<file path="config.mk">
export PLATFORM = sky130hd
export DESIGN_NAME = point_to_dma
export DESIGN_NICKNAME = d
export VERILOG_FILES = /design/src/rtl/point_to_dma.sv
export SDC_FILE = /design/constraint.sdc
export NUM_CORES = 1
export LEC_CHECK = 0
export CORE_ASPECT_RATIO = 1.5
export CORE_MARGIN = 10
export CORE_UTILIZATION = 60
export CTS_CLUSTER_DIAMETER = 50
export DETAILED_ROUTE_END_ITERATION = 10
export DONT_BUFFER_PORTS = 1
export GPL_TIMING_DRIVEN = 0
export PLACE_DENSITY = 0.73
export RECOVER_POWER = 100
export SLEW_MARGIN = 15
export SYNTH_ARGS = -nofsm -noshare
export SYNTH_HDL_FRONTEND = slang
export SYNTH_SLANG_ARGS = --single-unit
export TNS_END_PERCENT = 20
</file>
<file path="constraint.sdc">
create_clock -name clk_i -period 8 [get_ports clk_i]
set_input_delay 1.2 -clock clk_i [delete_from_list [all_inputs] [get_ports clk_i]]
set_output_delay 1.2 -clock clk_i [all_outputs]
set_load 0.05 [all_outputs]
</file>
<file path="src/rtl/point_to_dma.sv">
// point_to_dma: DMA-domain read side of one lane of the NTT->DMA point FIFO.
// Synchronizes the writer's gray coarse pointer and drains each completed coarse
// block as NPPCH-wide beats in address order. A credit-limited output buffer
// absorbs RAM read latency and downstream back-pressure.
module point_to_dma #(
    parameter int unsigned POINT_W     = 64,
    parameter int unsigned NPPCH       = 4,
    parameter int unsigned FINE_W      = 4,
    parameter int unsigned CD_W        = 2,
    parameter int unsigned RD_LAT      = 2,
    parameter int unsigned SYNC_STAGES = 2
) (
    input  logic                          clk_i,
    input  logic                          rst_i,
    input  logic [CD_W:0]                 wcoarse_i,
    output logic [CD_W:0]                 rcoarse_o,
    output logic                          re_o,
    output logic [CD_W+FINE_W-1:0]        raddr_o,
    input  logic [NPPCH*POINT_W-1:0]      rdata_i,
    output logic                          valid_o,
    input  logic                          ready_i,
    output logic [NPPCH*POINT_W-1:0]      data_o,
    output logic                          overflow_o
);

    localparam int unsigned PTR_W  = CD_W + 1;
    localparam int unsigned ADDR_W = CD_W + FINE_W;
    localparam int unsigned DATA_W = NPPCH * POINT_W;
    localparam int unsigned DEPTH  = RD_LAT + 2;
    localparam int unsigned IDX_W  = (DEPTH > 1) ? $clog2(DEPTH) : 1;
    localparam int unsigned CNT_W  = $clog2(DEPTH + 1);
    localparam int unsigned SUM_W  = CNT_W + 1;

    localparam logic [IDX_W-1:0] LAST_IDX = IDX_W'(DEPTH - 1);
    localparam logic [PTR_W-1:0] HALF_VOL = PTR_W'(2 ** CD_W);

    localparam logic [1:0] ST_IDLE  = 2'd0;
    localparam logic [1:0] ST_READ  = 2'd1;
    localparam logic [1:0] ST_DRAIN = 2'd2;

    function automatic logic [PTR_W-1:0] gray_to_bin(input logic [PTR_W-1:0] g);
        logic [PTR_W-1:0] b;
        b[PTR_W-1] = g[PTR_W-1];
        for (int i = int'(PTR_W) - 2; i >= 0; i--) begin
            b[i] = b[i+1] ^ g[i];
        end
        return b;
    endfunction

    function automatic logic [PTR_W-1:0] bin_to_gray(input logic [PTR_W-1:0] b);
        return b ^ (b >> 1);
    endfunction

    function automatic logic [IDX_W-1:0] next_idx(input logic [IDX_W-1:0] i);
        return (i == LAST_IDX) ? '0 : i + IDX_W'(1);
    endfunction

    logic [PTR_W-1:0]  sync_q [SYNC_STAGES];
    logic [PTR_W-1:0]  wptr_q;
    logic [PTR_W-1:0]  rptr_q, rptr_d;
    logic [FINE_W-1:0] fine_q, fine_d;
    logic [1:0]        state_q, state_d;
    logic              re_d;
    logic [ADDR_W-1:0] raddr_d;

    logic [PTR_W-1:0]  volume_c, volume_next_c;
    logic              avail_c, avail_next_c;

    logic [RD_LAT-1:0] vld_q;
    logic              push_c, pop_c, can_issue_c;
    logic [CNT_W-1:0]  inflight_all_c, inflight_tail_c;

    logic [DATA_W-1:0] buf_mem [DEPTH];
    logic [IDX_W-1:0]  wr_idx_q, rd_idx_q;
    logic [CNT_W-1:0]  cnt_q, cnt_d;

    // Write-pointer synchronizer, gray decode and sticky overflow detection.
    always_ff @(posedge clk_i or posedge rst_i) begin
        if (rst_i) begin
            for (int i = 0; i < int'(SYNC_STAGES); i++) begin
                sync_q[i] <= '0;
            end
            wptr_q     <= '0;
            overflow_o <= 1'b0;
        end else begin
            sync_q[0] <= wcoarse_i;
            for (int i = 1; i < int'(SYNC_STAGES); i++) begin
                sync_q[i] <= sync_q[i-1];
            end
            wptr_q     <= gray_to_bin(sync_q[SYNC_STAGES-1]);
            overflow_o <= overflow_o | (volume_c > HALF_VOL);
        end
    end

    // Block availability against the current and the about-to-advance read pointer.
    always_comb begin
        volume_c      = wptr_q - rptr_q;
        volume_next_c = wptr_q - (rptr_q + PTR_W'(1));
        avail_c       = (volume_c != '0);
        avail_next_c  = (volume_next_c != '0);
    end

    // Reads in flight: all of them for credit, and those not landing this cycle for drain.
    always_comb begin
        inflight_all_c  = CNT_W'(re_o);
        inflight_tail_c = CNT_W'(re_o);
        for (int i = 0; i < int'(RD_LAT); i++) begin
            inflight_all_c = inflight_all_c + CNT_W'(vld_q[i]);
            if (i < int'(RD_LAT) - 1) begin
                inflight_tail_c = inflight_tail_c + CNT_W'(vld_q[i]);
            end
        end
    end

    // Credit: a new read may issue only if every outstanding beat still has a slot.
    always_comb begin
        push_c      = vld_q[RD_LAT-1];
        pop_c       = valid_o && ready_i;
        cnt_d       = cnt_q + CNT_W'(push_c) - CNT_W'(pop_c);
        can_issue_c = (SUM_W'(cnt_q) + SUM_W'(inflight_all_c)) <
                      (SUM_W'(DEPTH) + SUM_W'(pop_c));
    end

    // Read FSM next-state and read-port decode.
    always_comb begin
        state_d = state_q;
        rptr_d  = rptr_q;
        fine_d  = fine_q;
        re_d    = 1'b0;
        raddr_d = raddr_o;
        unique case (state_q)
            ST_IDLE: begin
                if (avail_c) begin
                    state_d = ST_READ;
                end
            end
            ST_READ: begin
            end
            ST_DRAIN: begin
                if (inflight_tail_c == '0) begin
                    rptr_d  = rptr_q + PTR_W'(1);
                    fine_d  = '0;
                    state_d = avail_next_c ? ST_READ : ST_IDLE;
                end
            end
            default: begin
                state_d = ST_IDLE;
            end
        endcase
        // Issue from READ, or straight out of IDLE so the first read is not delayed.
        if (((state_q == ST_READ) || ((state_q == ST_IDLE) && avail_c)) && can_issue_c) begin
            re_d    = 1'b1;
            raddr_d = {rptr_q[CD_W-1:0], fine_q};
            fine_d  = fine_q + FINE_W'(1);
            if (&fine_q) begin
                state_d = ST_DRAIN;
            end
        end
    end

    // FSM state, read port and published read pointer registers.
    always_ff @(posedge clk_i or posedge rst_i) begin
        if (rst_i) begin
            state_q   <= ST_IDLE;
            rptr_q    <= '0;
            fine_q    <= '0;
            re_o      <= 1'b0;
            raddr_o   <= '0;
            rcoarse_o <= '0;
        end else begin
            state_q   <= state_d;
            rptr_q    <= rptr_d;
            fine_q    <= fine_d;
            re_o      <= re_d;
            raddr_o   <= raddr_d;
            rcoarse_o <= bin_to_gray(rptr_q);
        end
    end

    // RAM data-valid pipe and output buffer bookkeeping.
    always_ff @(posedge clk_i or posedge rst_i) begin
        if (rst_i) begin
            vld_q    <= '0;
            wr_idx_q <= '0;
            rd_idx_q <= '0;
            cnt_q    <= '0;
            valid_o  <= 1'b0;
        end else begin
            vld_q[0] <= re_o;
            for (int i = 1; i < int'(RD_LAT); i++) begin
                vld_q[i] <= vld_q[i-1];
            end
            if (push_c) begin
                wr_idx_q <= next_idx(wr_idx_q);
            end
            if (pop_c) begin
                rd_idx_q <= next_idx(rd_idx_q);
            end
            cnt_q   <= cnt_d;
            valid_o <= (cnt_d != '0);
        end
    end

    // Output buffer storage; contents are don't-care while their slot is empty.
    always_ff @(posedge clk_i) begin
        if (push_c) begin
            buf_mem[wr_idx_q] <= rdata_i;
        end
    end

    assign data_o = buf_mem[rd_idx_q];

endmodule

</file>
== After elaboration in Yosys (flattened, before gate mapping) ==
Memories as Yosys holds them, arrays and structs flattened.
Cells that the tools add are included.

* $lt $le $gt $ge: 2
* $add $sub $neg: 12
* Bitwise operators: 4
* Reduce and logical (&&, ||, !) cells: 14
* Equality and inequality tests: 4
* Multiplexer cells: 14

{| class="wikitable"
|+ Operators by type and width
! kind !! count
|-
| $mux 2 || 6
|-
| $mux 4 || 3
|-
| $reduce_bool 3->1 || 3
|-
| $eq 2x2->1 const B || 3
|-
| $pmux 2 s3 || 1
|-
| $sub 3x3->3 || 2
|-
| $add 2x1->2 const B || 2
|-
| $add 3x1->4 const A || 1
|-
| $add 3x3->4 || 1
|-
| $add 4x1->4 const B || 1
|-
| $lt 4x4->1 || 1
|-
| $mux 1 || 4
|-
| $reduce_and 2->1 || 2
|-
| $reduce_and 4->1 || 1
|-
| $reduce_bool 2->1 || 2
|-
| $add 2x1->3 || 1
|-
| $add 3x1->3 || 1
|-
| $add 3x1->3 const B || 1
|-
| $gt 3x3->1 const B || 1
|-
| $logic_and 1x1->1 || 3
|-
| $logic_not 3->1 || 1
|-
| $sub 3x1->3 || 1
|-
| $xor 3x2->3 || 1
|-
| $add 1x1->2 || 1
|-
| 5 further kinds || 6
|}

* Word-level logic and storage cells: 66
* Input bits: 262
* Memories: 1
* Register bits after elaboration: 39
* Output and inout bits: 268
* Memory bits (writable): 1,024

{| class="wikitable"
|+ Memories
! name !! depth !! bits a word !! read ports !! clocked after Yosys merged registers in !! write ports !! RTL line !! source
|-
| buf_mem || 4 || 256 || 1 || 0 || 1 || 73 || <nowiki>logic [DATA_W-1:0] buf_mem [DEPTH];</nowiki>
|}

== Depth between registers and ports, before layout ==
Gate-level depths: netlist of the first run.

* Depth after elaboration: 8
* Depth in mapped cells: 12
* Depth with buffers taken out: 10

== Worst setup path after synthesis of the first run ==
Ideal clock, no wire load.

* Path kind: flip-flop to flip-flop
* Start: register wr_idx_q[0]
* End: memory buf_mem[0][0] (netlist bit), enable pin
* Cell stages (with the launch flop): 4
* Slack: 0.930 ns
* Required time: 7.352 ns
* Buffers on the path: 0
* Data arrival time: 6.422 ns
* Cell sequence: dfrtp_1 > inv_1 > ha_1 > and2_1

{| class="wikitable"
|+ RTL lines
! what !! RTL line !! source
|-
| from (decl) || 74 || <nowiki>logic [IDX_W-1:0] wr_idx_q, rd_idx_q;</nowiki>
|-
| from (signal assigned) || 194 || <nowiki>wr_idx_q <= next_idx(wr_idx_q);</nowiki>
|-
| to (decl) || 73 ||
|}

No word-level cell before the write port.

== Final worst setup path of the first run ==
* Start: register wr_idx_q[0]
* End: memory buf_mem[0][89] (netlist bit), enable pin

No word-level cell before the write port.

==> results.yml, run 1 <==
route:
  ant_nets: 0
  via_per_inst: 6.39
  wl_per_cell_um: 33.5
  totalWireLength_um: 83600
  drt_pass1_iterations: 5
  drt-initial-drc-count: 1312
  drc: 0
  vias: 15900
place:
  place_hpwl_um: 55900
  dp_slack_ps: 3840
  placed_cell_area_um2: 40200
  post-place-cells: 2320
  numPortBuffers: 0
  gp_congestion: 0.786
clocking:
  post_cts_buffers: 0
  h-tree-depth: 3
  cts_buffers: 95
  cts_tree: "yes"
  holdBufCountCts: 0
  cts_root_buf: "clkbuf_16"
  cts_resized: 0
  cts.sinks: 1063
  ctsLongestPathBuffers: 3
  clk_pin_slew_ps: 60
  clock_latency_ps: 660
critical_path:
  crit_cells: 6
  r2r_setup_slack_ps: 2120
  cp_max_fo: 31
  crit_type: "reg2reg"
  crit_chain: "inv_1, ha_1, and2_0, clkbuf_1, clkbuf_1, buf_12"
  cp.required_ps: 8350
  start_kind: "flip-flop"
  r2r_start: "wr_idx_q[0]$_DFFE_PP0P_"
  critical-path-slowest-cell: "and2_0"
  worst-path-buf-inv: 4
  critical-path-max-stage-delay_ps: 1670
  worst_r2r_path_depth: 6
  worst_ep_arrival_time_ps: 6230
  crit_top_cell: "clkbuf_1"
  endpoint_kind: "flip-flop"
  r2r_end: "buf_mem[0][89]$_DFFE_PP_"
  crit_family: "buffers and inverters"
cells_and_area:
  fin_nets: 1893
  drive_gt1_share_pct: 23.8
  utilization_pct: 67.6
  design_area_um2: 42900
  fin_cells: 2497
  layout-area-overhead-vs-synth_pct: 11.2
timing:
  tightestPinTransition_ps: 3190
  rsz0062_at_grt: "no"
  clock_skew_ps: 17.1
  relSlewSlack_pct: -113
  finalHoldViolCount: 0
  slew_violations: 809
  min_period_ps: 5880
  period_share_pct: 73.5
  setup_viol: 0
  max_freq_ghz: 0.170
  setup_slack_ps: 2120
die:
  fp.dieArea_um2: 75100
  start_util_pct: 60.8
  fp.dieW_um: 227
  boundaryPins: 530
  fp.dieH_um: 331
  rows: 113
  core_region_area_um2: 63500
logic_synthesis:
  synth_nets: 1771
  async_flop_share_pct: 3.67
  syn_inst: 1490
  yosysMostFrequentCell: "edfxtp_1"
  synth_top_area_share_pct: 79.7
  ys_ff_latch: 1063
  synth.area.top_cells: "edfxtp_1, mux4_2, dfrtp_1, ha_1, buf_2"
  netlist_top_cells_count: "edfxtp_1, mux4_2, dfrtp_1"
  yosysSeqAreaShare_pct: 82.2
  synth_edf_count: 1024
  post-synth-top-area-cell: "edfxtp_1"
  synth_cell_types: 35
  yosys_warnings: 0
  synth_area_um2: 38600
  syn_avg_cell_area_um2: 25.9
  synth_flop_cell: "edfxtp_1"
global_routing:
  grt_first_pass_wirelength_um: 120000
  grt_max_degree: 53
  antenna_found_initial: 2
  grt-ovfl-total: 0
  track_usage_pct: 22.5
  grt_pass1_vias: 16900
outcome:
  outcome: "finished, violations left"
  violations: "max-capacitance violations, max-slew violations"
hold_path:
  hold_path_class: "reg2reg"
  min-delay-start: "sync_q[4]$_DFF_PP0_"
  holdPathStages: 0
  min_to: "sync_q[1]$_DFF_PP0_"
job:
  drv_cap: 21
[placed cells by master, fill, tap and decap left out, drive strengths merged, types with 4 or more instances in the layout]
cell type,count
xnor2,9
edfxtp,1024
fa,4
inv,28
o21ai,13
and2,4
bufinv,10
ha,15
nand2b,5
clkbuf,190
clkinv,37
mux4,256
xor2,4
nand2,7
dfrtp,39
mux2,5
buf,14
clkinvlp,5
[metrics by stage]
stage	setup TNS (ps)	hold slack, ps
floorplan	0	331
global placement	-3590430	338
detailed placement	0	336
CTS	0	343
global route	0	365
finish	0	361
[state kept, by name (all words and copies together) (netlist names)]
register	flops
rptr_q	3
valid_o	1
vld_q	2
overflow_o	1
rd_idx_q	2
sync_q	6
wr_idx_q	2
re_o	1
state_q	2
buf_mem	1024
fine_q	4
wptr_q	3
cnt_q	3
raddr_o	6
rcoarse_o	3
[worst max-delay path by stage]
stage,startpoint,end,slack [ps]
floorplan,wr_idx_q[0]$_DFFE_PP0P_,buf_mem[0][0]$_DFFE_PP_,930
global placement,wr_idx_q[0]$_DFFE_PP0P_,buf_mem[0][200]$_DFFE_PP_,-3570
detailed placement,rd_idx_q[1]$_DFFE_PP0P_,data_o[220],3840
CTS,rd_idx_q[1]$_DFFE_PP0P_,data_o[220],3120
global route,wr_idx_q[1]$_DFFE_PP0P_,buf_mem[0][178]$_DFFE_PP_,1560
finish,wr_idx_q[0]$_DFFE_PP0P_,buf_mem[0][89]$_DFFE_PP_,2120
[metal layers]
metal	global-route usage, %	wire length (um)	vias to the layer above	part of all wire, %
met5	0	23	-	0.028
met4	7.67	2270	4	2.7
met3	11.3	10900	90	13
met2	37.0	43200	683	52
met1	25.2	27100	8566	32
li1	-	-	6606	-
[area by class of cell]
| class | count | area [um^2] |
|---|---|---|
| tap | 805 | 1010 |
| fill | 3800 | 20600 |
| multi-input combinational | 344 | 6510 |
| antenna | 1 | 2.50 |
| inverter | 23 | 86.3 |
| clock inverter | 57 | 606 |
| timing repair buffer | 25 | 230 |
| sequential | 1063 | 31700 |
| clock buffer | 119 | 2510 |
| buffer | 60 | 225 |
[cell families (layout without fill, tap and decap cells)]
kind of cell | after synthesis | count (layout) | share of synthesized area, %
XOR/XNOR | 13 | 13 | 0.314
AO/OA/AOI/OAI | 22 | 22 | 0.353
multiplexers | 262 | 262 | 15.1
adder cells (fa/ha/maj) | 19 | 19 | 0.694
flip-flops | 1063 | 1063 | 82.2
buffers and inverters | 83 | 284 | 0.927
other | 0 | 1 | 0
AND/OR/NAND/NOR | 28 | 28 | 0.392
Power of run 1 is not shown: default switching activity piles up to over one toggle a cycle in this logic, so the estimate is an artifact.
==> inputs of run 2 (changes only) <==
--- a/config.mk
+++ b/config.mk
@@ -5,14 +5,15 @@
 export SDC_FILE = /design/constraint.sdc
 export NUM_CORES = 1
 export LEC_CHECK = 0
+export ABC_AREA = 1
 export CORE_ASPECT_RATIO = 1.5
 export CORE_MARGIN = 10
-export CORE_UTILIZATION = 60
+export CORE_UTILIZATION = 57
 export CTS_CLUSTER_DIAMETER = 50
 export DETAILED_ROUTE_END_ITERATION = 10
 export DONT_BUFFER_PORTS = 1
 export GPL_TIMING_DRIVEN = 0
-export PLACE_DENSITY = 0.73
+export PLACE_DENSITY = 0.72
 export RECOVER_POWER = 100
 export SLEW_MARGIN = 15
 export SYNTH_ARGS = -nofsm -noshare
==> constraint.sdc (replaced) <==
create_clock -name clk_i -period 5.4 [get_ports clk_i]
set_input_delay 0.81 -clock clk_i [delete_from_list [all_inputs] [get_ports clk_i]]
set_output_delay 0.81 -clock clk_i [all_outputs]
set_load 0.05 [all_outputs]
==> run 2 against run 1 <==
Global-route usage up 2.6 points. The run still ends with max-capacitance violations, max-slew violations left. First-iteration DRC count up 76%. Largest cell class unchanged. Highest routed layer is now met4. Final area up 2.8%. Clock-buffer cell count down 7. Critical endpoint is now data_o[44]. Wire length up 26%.
==> results.yml, run 2 <==
outcome:
  outcome: "finished, violations left"
  violations: "max-capacitance violations, max-slew violations"
timing:
  slew_violations: 390
  setup_slack_ps: 771
  setup_viol: 0
  clock_skew_ps: 36.3
  max_freq_ghz: 0.216
  rsz0062_at_grt: "no"
  finalHoldViolCount: 0
  min_period_ps: 4630
  tightestPinTransition_ps: 2700
  period_share_pct: 85.7
  relSlewSlack_pct: -81.1
critical_path:
  cp.required_ps: 4590
  crit_path_start: "rd_idx_q[0]$_DFFE_PP0P_"
  cp_max_fo: 10
  crit_type: "reg2out"
  r2r_start: "wr_idx_q[0]$_DFFE_PP0P_"
  start_kind: "flip-flop"
  endpoint_kind: "primary output"
  worst_ep_arrival_time_ps: 3820
place:
  gp_congestion: 0.848
  dp_slack_ps: 1940
  place_hpwl_um: 70300
  numPortBuffers: 0
clocking:
  clk_pin_slew_ps: 60
  cts.sinks: 1063
  h-tree-depth: 3
  cts_tree: "yes"
  cts_buffers: 94
  ctsLongestPathBuffers: 3
  cts_resized: 0
  holdBufCountCts: 0
  clock_latency_ps: 680
  cts_root_buf: "clkbuf_16"
  post_cts_buffers: 0
route:
  drt-initial-drc-count: 2311
  drc: 0
  via_per_inst: 6.27
  drt_pass1_iterations: 7
  ant_nets: 0
  vias: 23700
  wl_per_cell_um: 28.0
  totalWireLength_um: 106000
global_routing:
  met1_usage_pct: 28.8
  grt_busiest_layer: "met2"
  grt_max_degree: 95
  antenna_found_initial: 0
  use_met2_pct: 41.9
  grt_pass1_vias: 23400
  track_usage_pct: 25.1
  grt_use_met3_pct: 9.65
  grt_first_pass_wirelength_um: 152000
  grt-ovfl-total: 0
logic_synthesis:
  syn_avg_cell_area_um2: 14.8
  synth_edf_count: 1024
  syn_inst: 2680
  yosysSeqAreaShare_pct: 79.7
  yosysMostFrequentCell: "edfxtp_1"
  synth_flop_cell: "edfxtp_1"
  synth_nets: 2961
  synth.area.top_cells: "edfxtp_1, o21ai_0, nor2_1, o22ai_1, dfrtp_1"
  netlist_top_cells_count: "edfxtp_1, o21ai_0, nor2_1"
  async_flop_share_pct: 3.67
  yosys_warnings: 0
  synth_area_um2: 39800
  post-synth-top-area-cell: "edfxtp_1"
  synth_cell_types: 32
  ys_ff_latch: 1063
  synth_top_area_share_pct: 77.3
hold_path:
  min-delay-start: "wcoarse_i[2]"
  hold_path_class: "in2reg"
die:
  rows: 118
  fp.dieH_um: 344
  boundaryPins: 530
  core_region_area_um2: 69100
  fp.dieW_um: 236
  start_util_pct: 57.6
  fp.dieArea_um2: 81000
cells_and_area:
  largest_reg_flops: 1024
  mostFrequentLayoutCells: "edfxtp_1, o21ai_0, nor2_1, o22ai_1, clkbuf_1"
  largest_registers: "buf_mem: 1024 flops, raddr_o: 6 flops, sync_q: 6 flops"
  fin_nets: 3075
  drive_gt1_share_pct: 8.54
  final.fill_count: 4758
  layout-area-overhead-vs-synth_pct: 10.8
  final_common_cell: "edfxtp_1"
  regMostFlops: "buf_mem"
job:
  drv_cap: 9
## run 2: cell count changes in the layout (fill, tap and decap cells not counted), sizes merged, moves of 5 or more
cell	before	now
buf	14	77
o21ai	13	522
clkinvlp	5	10
nand3	2	10
inv	28	46
clkbuf	190	224
xnor2	9	1
nor2	1	520
nand2b	5	0
o22ai	1	256
mux2	5	0
nand2	7	57
mux4	256	0
## run 2: logic make-up after synthesis
logic type      Yosys count  share of synthesized area (%)
compound gates          782                           10.9
xor+xnor                  9                          0.198
fa+ha+maj                19                          0.673
buf+inv                 216                           2.70
flops                  1063                           79.7
simple gates            591                           5.82
## run 2: cell type report
class                           instances  area [um^2]  area share, %
Tap cell                              900         1130           2.55
Antenna cell                            1         2.50        0.00568
Clock inverter                         60          576           1.31
Buffer                                171          865           1.96
Multi-Input combinational cell       1401         6900           15.6
Inverter                               45          180          0.409
Clock buffer                          112         2450           5.56
Timing Repair Buffer                   18          260          0.590
Sequential cell                      1063        31700           72.0
## run 2: final timing paths
| check | endpoint | slack (ps) | depth (start not counted) |
|---|---|---|---|
| worst max-delay path | data_o[44] | 770 | 7 |
| worst min-delay path | sync_q[5]$_DFF_PP0_ | 190 | 0 |
| worst max register to register | buf_mem[3][63]$_DFFE_PP_ | 1020 | 4 |
| worst min register to register | sync_q[2]$_DFF_PP0_ | 360 | 0 |
| max in group asynchronous | wr_idx_q[0]$_DFFE_PP0P_ | 3630 | 2 |
| min in group asynchronous | overflow_o$_DFF_PP0_ | 240 | 1 |
## run 2: critical path: stages, from the launching register on
cell	delay, ps
dfrtp_1	390
buf_6	170
buf_6	170
clkinvlp_2	370
buf_4	350
clkbuf_1	440
o21ai_0	140
o22ai_1	1090
## run 2: metal layers
metal  vias up  part of all wire (%)
met5         -                     0
met4         0                   4.1
met3       203                    11
met2      1275                    50
met1     11900                    35
li1      10300                     -
## run 2: metrics by stage
| step | instance area, um^2 | hold WS, ps | TNS (ps) | cells | util, % |
|---|---|---|---|---|---|
| after floorplan | 39800 | 331 | -628690 | 2680 | - |
| after CTS | 44700 | 62.6 | 0 | 3770 | 64.7 |
| after detailed placement | 41700 | 336 | 0 | 3598 | 60.3 |
| after global placement | 40900 | 339 | -4311790 | 3580 | 59.2 |
| final | 44100 | 185 | 0 | 3771 | 63.8 |
| after global routing | 44100 | 156 | 0 | 3770 | 63.8 |
Power of run 2 is left out for the same reason.
